### src/rtl/ifu_fetch_ctrl_pkg.sv
// Shared widths, reset PC, bus response codes and fetch FSM encoding for the IFU fetch sequencer.
package ifu_fetch_ctrl_pkg;

    localparam int unsigned IFU_CPU_WIDTH = 32;
    localparam logic [31:0] IFU_RESET_PC  = 32'h8000_0000;
    localparam logic [1:0]  RRESP_OKAY    = 2'b00;

    typedef enum logic [1:0] {
        ST_IDLE = 2'd0,
        ST_ADDR = 2'd1,
        ST_DATA = 2'd2,
        ST_OUT  = 2'd3
    } fetch_state_e;

endpackage

### src/rtl/ifu_fetch_ctrl.sv
// Instruction-fetch sequencer: owns the fetch PC, issues one AR/R read at a time and
// hands each instruction to decode over valid/ready, absorbing redirects around in-flight reads.
module ifu_fetch_ctrl
    import ifu_fetch_ctrl_pkg::*;
#(
    parameter int unsigned          CPU_WIDTH = IFU_CPU_WIDTH,
    parameter logic [CPU_WIDTH-1:0] RESET_PC  = CPU_WIDTH'(IFU_RESET_PC)
) (
    input  logic                 i_clk,
    input  logic                 i_rst,
    input  logic                 i_redir,
    input  logic [CPU_WIDTH-1:0] i_redir_pc,
    output logic [CPU_WIDTH-1:0] o_pc,
    output logic                 o_arvalid,
    output logic [CPU_WIDTH-1:0] o_araddr,
    input  logic                 i_arready,
    input  logic                 i_rvalid,
    input  logic [CPU_WIDTH-1:0] i_rdata,
    input  logic [1:0]           i_rresp,
    output logic                 o_rready,
    output logic                 o_inst_valid,
    output logic [CPU_WIDTH-1:0] o_inst,
    output logic [CPU_WIDTH-1:0] o_inst_pc,
    output logic                 o_inst_err,
    input  logic                 i_inst_ready
);

    localparam logic [CPU_WIDTH-1:0] PC_STEP = CPU_WIDTH'(4);

    fetch_state_e         state_q,      state_d;
    logic [CPU_WIDTH-1:0] pc_q,         pc_d;
    logic [CPU_WIDTH-1:0] pend_pc_q,    pend_pc_d;
    logic                 kill_q,       kill_d;
    logic [CPU_WIDTH-1:0] inst_q,       inst_d;
    logic [CPU_WIDTH-1:0] inst_pc_q,    inst_pc_d;
    logic                 inst_err_q,   inst_err_d;
    logic                 arvalid_q,    arvalid_d;
    logic                 rready_q,     rready_d;
    logic                 inst_valid_q, inst_valid_d;
    logic [CPU_WIDTH-1:0] redir_tgt;

    // Redirect targets are always word aligned.
    assign redir_tgt = {i_redir_pc[CPU_WIDTH-1:2], 2'b00};

    // Next-state, PC sequencing and instruction capture.
    always_comb begin
        state_d    = state_q;
        pc_d       = pc_q;
        pend_pc_d  = pend_pc_q;
        kill_d     = kill_q;
        inst_d     = inst_q;
        inst_pc_d  = inst_pc_q;
        inst_err_d = inst_err_q;

        case (state_q)
            ST_IDLE: begin
                state_d = ST_ADDR;
            end
            ST_ADDR: begin
                // The address already offered must complete; remember where to go after it.
                if (i_redir) begin
                    kill_d    = 1'b1;
                    pend_pc_d = redir_tgt;
                end
                if (i_arready) begin
                    state_d = ST_DATA;
                end
            end
            ST_DATA: begin
                if (i_redir) begin
                    kill_d    = 1'b1;
                    pend_pc_d = redir_tgt;
                end
                if (i_rvalid) begin
                    if (kill_q || i_redir) begin
                        pc_d    = i_redir ? redir_tgt : pend_pc_q;
                        kill_d  = 1'b0;
                        state_d = ST_ADDR;
                    end else begin
                        inst_d     = i_rdata;
                        inst_pc_d  = pc_q;
                        inst_err_d = (i_rresp != RRESP_OKAY);
                        state_d    = ST_OUT;
                    end
                end
            end
            ST_OUT: begin
                // Retire (redirect belongs to the retiring instruction) or flush the held one.
                if (i_inst_ready || i_redir) begin
                    pc_d    = i_redir ? redir_tgt : pc_q + PC_STEP;
                    state_d = ST_ADDR;
                end
            end
            default: begin
                state_d = ST_IDLE;
            end
        endcase

        arvalid_d    = (state_d == ST_ADDR);
        rready_d     = (state_d == ST_DATA);
        inst_valid_d = (state_d == ST_OUT);
    end

    always_ff @(posedge i_clk) begin
        if (i_rst) begin
            state_q      <= ST_IDLE;
            pc_q         <= RESET_PC;
            pend_pc_q    <= '0;
            kill_q       <= 1'b0;
            inst_q       <= '0;
            inst_pc_q    <= '0;
            inst_err_q   <= 1'b0;
            arvalid_q    <= 1'b0;
            rready_q     <= 1'b0;
            inst_valid_q <= 1'b0;
        end else begin
            state_q      <= state_d;
            pc_q         <= pc_d;
            pend_pc_q    <= pend_pc_d;
            kill_q       <= kill_d;
            inst_q       <= inst_d;
            inst_pc_q    <= inst_pc_d;
            inst_err_q   <= inst_err_d;
            arvalid_q    <= arvalid_d;
            rready_q     <= rready_d;
            inst_valid_q <= inst_valid_d;
        end
    end

    assign o_pc         = pc_q;
    assign o_araddr     = pc_q;
    assign o_arvalid    = arvalid_q;
    assign o_rready     = rready_q;
    assign o_inst_valid = inst_valid_q;
    assign o_inst       = inst_q;
    assign o_inst_pc    = inst_pc_q;
    assign o_inst_err   = inst_err_q;

endmodule

### config.mk
export PLATFORM = sky130hd
export DESIGN_NAME = ifu_fetch_ctrl
export DESIGN_NICKNAME = d
export VERILOG_FILES = /design/src/rtl/ifu_fetch_ctrl_pkg.sv /design/src/rtl/ifu_fetch_ctrl.sv
export SDC_FILE = /design/constraint.sdc
export NUM_CORES = 1
export LEC_CHECK = 0
export ABC_AREA = 0
export ABC_CLOCK_PERIOD_IN_PS = 6230
export CORE_MARGIN = 1
export CORE_UTILIZATION = 30
export CTS_CLUSTER_DIAMETER = 120
export DETAILED_ROUTE_END_ITERATION = 7
export GPL_ROUTABILITY_DRIVEN = 0
export PLACE_DENSITY = 0.61
export SLEW_MARGIN = 20
export SYNTH_ARGS = -nofsm -noshare
export SYNTH_HDL_FRONTEND = slang
export SYNTH_SLANG_ARGS = --single-unit
### constraint.sdc
create_clock -name i_clk -period 6.23 [get_ports i_clk]
set_clock_uncertainty 0.05 [all_clocks]
set_input_delay 1.246 -clock i_clk [delete_from_list [all_inputs] [get_ports i_clk]]
set_output_delay 1.246 -clock i_clk [all_outputs]
set_load 0.05 [all_outputs]
==> results.json <==
{
  "status": "finished, final reports clean",
  "drive_gt1_frac": 0.06276,
  "synth_edf_count": 0,
  "ys_types": 66,
  "setup_tns_ns": 0,
  "cpLargestDelayFamily": "buffers and inverters",
  "wl_mm": 19.35,
  "post_cts_buffers": 0,
  "grtUsageTotal": 0.1831,
  "period_share": 0.5882,
  "cts.path.max_buffers": 2,
  "die_height_um": 145.8,
  "critical_path_buf_inv_count": 3,
  "drc": 0,
  "yosysMostFrequentCell": "nand2_1",
  "seq_area_um2": 2703,
  "max_slew_margin": 0.2937,
  "critPathArrivalTime_ns": 3.90,
  "grt_start_max_net_pins": 93,
  "hold_buffers": 0,
  "cap_violations": 0,
  "grt_pass1_vias": 5541,
  "min_period_ns": 3.665,
  "min_path_type": "flip-flop to flip-flop",
  "ys_warn_count": 0,
  "cts_htree_levels": 4,
  "viasPerCell": 4.927,
  "powerDensity_nw_per_um2": 243.0,
  "critPathMaxFanout": 58,
  "coreArea_um2": 20230,
  "crit_required_ns": 6.46,
  "start_util": 0.3066,
  "rsz0062_at_grt": "no",
  "ios": 204,
  "crit_chain": "buf_2 > o21ai_1 > a211oi_4 > buf_4 > buf_4 > o21ai_1 > a221oi_1 > nor3_1",
  "async_flop_share": 0,
  "syn2layout_area_growth_pct": 41.17,
  "antenna_cells": 0,
  "slowest_stage": "buf_2",
  "fmax_mhz": 272.9,
  "ir_drop_v": 0.0001549,
  "netlist_instances": 807,
  "yosysTopAreaCellShare": 0.4357,
  "cts_sinks": 135,
  "drtIter0Drc": 346,
  "synth.largest_area_cell": "dfxtp_1",
  "ys_seq_elements": 135,
  "seq_area_frac_synth": 0.4357,
  "clk_latency_ns": 0.42,
  "hpwl_mm": 12.81,
  "ys_top_cells_by_area": "dfxtp_1, nand2_1, a21oi_1, buf_4, clkbuf_1",
  "p_leak_nw": 2.912,
  "startpoint_type": "input port",
  "grt_pass1_wl_mm": 30.73,
  "overflow": 0,
  "rows": 52,
  "numCtsBuffers": 17,
  "max_stage_delay_ns": 0.77,
  "multi_input_area_um2": 3003,
  "drv_slew": 0,
  "die_w_um": 145.8,
  "placed_area_um2": 8153,
  "syn_avg_cell_area_um2": 7.687,
  "firstDrtPassIters": 4,
  "fp.dieArea_um2": 21260,
  "syn-num-nets": 884,
  "io_buffers": 201,
  "syn_area_um2": 6203,
  "fin_area_um2": 8757,
  "ant_nets": 0,
  "nFillCells": 2066,
  "cts_resized": 0,
  "cts_tree": "built",
  "detail_route.wl_per_cell_um": 15.78,
  "setup_viol": 0,
  "end_kind": "flip-flop",
  "layout.nets": 1020,
  "synthFlopType": "dfxtp_1",
  "cts-root-buf": "clkbuf_16",
  "finalHoldViolCount": 0,
  "worst_pin_slew_ns": 1.059,
  "cts.reportedPaths.clkPinSlew_ns": 0.06,
  "crit_type": "input port to flip-flop",
  "antenna_found_initial": 0,
  "vias": 6041,
  "ys_top_cells_by_count": "nand2_1, a21oi_1, dfxtp_1"
}
[per-stage QoR]
step | setup WS (ns) | power, mW | instances | utilization | hold slack (ns)
floorplan | 3.609 | 1.023 | 807 | - | 0.3815
global placement | 2.121 | 1.108 | 1194 | 0.4029 | 0.3868
detailed placement | 2.106 | 1.109 | 1194 | 0.4029 | 0.3934
CTS | 2.555 | 2.155 | 1226 | 0.4328 | 0.4028
global route | 2.318 | 2.209 | 1226 | 0.4328 | 0.4159
finish | 2.565 | 2.128 | 1226 | 0.4328 | 0.4001
[worst reg2reg max path, cell delays in order, from the launching register on]
cell	delay, ns
dfxtp_1	0.41
ha_1	0.42
and4bb_2	0.80
buf_4	0.49
nor2_1	0.08
o21ai_1	0.14
nand2b_1	0.11
nor3b_1	0.20
[layout make-up]
class | count | area share
well taps | 270 | 0.03858
inverters | 8 | 0.003429
flip-flops and latches | 135 | 0.3086
clock buffers | 17 | 0.04858
multi-input cells | 570 | 0.3429
clock inverters | 15 | 0.02043
repair buffers | 211 | 0.2375
[cells in the final DEF, fill, tap and decap left out, types with 4 or more instances in the layout]
cell,Yosys,final
ha_1,5,5
a21o_1,4,4
dfxtp_1,135,135
inv_1,7,7
a21oi_1,150,150
and4_1,6,6
clkbuf_16,0,17
nor3_1,9,9
a22oi_1,4,4
a31oi_1,7,7
clkinvlp_4,0,4
nand2b_1,5,5
and2_1,4,4
nand4_1,6,6
nor2_1,23,23
nand3_1,10,9
o21ai_0,14,14
clkdlybuf4s50_1,0,199
o21ai_1,12,12
mux2i_1,5,5
nand2_1,217,217
nor3b_1,15,15
and3_1,9,9
buf_4,32,11
[path summary, 6_finish.rpt]
check	start	to	slack (ns)	depth (start not counted)
worst max-delay path	i_redir	o_araddr[8]	2.57	8
worst min-delay path	pend_pc_q[26]	pend_pc_q[26]	0.40	2
worst max register to register	state_q[1]	o_rready	3.46	7
worst min register to register	pend_pc_q[26]	pend_pc_q[26]	0.40	2
[where the power goes]
group	switching [mW]	leakage (nW)	internal, mW
logic	0.111	1.54	0.0833
clock network	0.408	0.286	0.631
registers	0.0152	1.09	0.880
[flip-flops by register name, indices dropped and copies added (netlist names)]
name,flops
kill_q,1
o_araddr,32
o_arvalid,1
o_inst,32
o_inst_err,1
o_inst_pc,32
o_inst_valid,1
o_rready,1
pend_pc_q,32
state_q,2
[routing by layer]
layer  global-route usage  routed length [um]  up-vias
li1                     -                   -     3028
met1               0.2394                8844     2832
met2               0.3033                9324      161
met3              0.03699                 931       20
met4              0.05368                 251        0
met5                    0                   0        -
[logic make-up after synthesis]
logic type | after synthesis | share of synthesized area
simple gates | 330 | 0.2485
compound gates | 230 | 0.2146
flops | 135 | 0.4357
buf+inv | 102 | 0.08310
mux | 5 | 0.008068
fa+ha+maj | 5 | 0.01008
No activity file was read; power rests on OpenSTA's default activity.
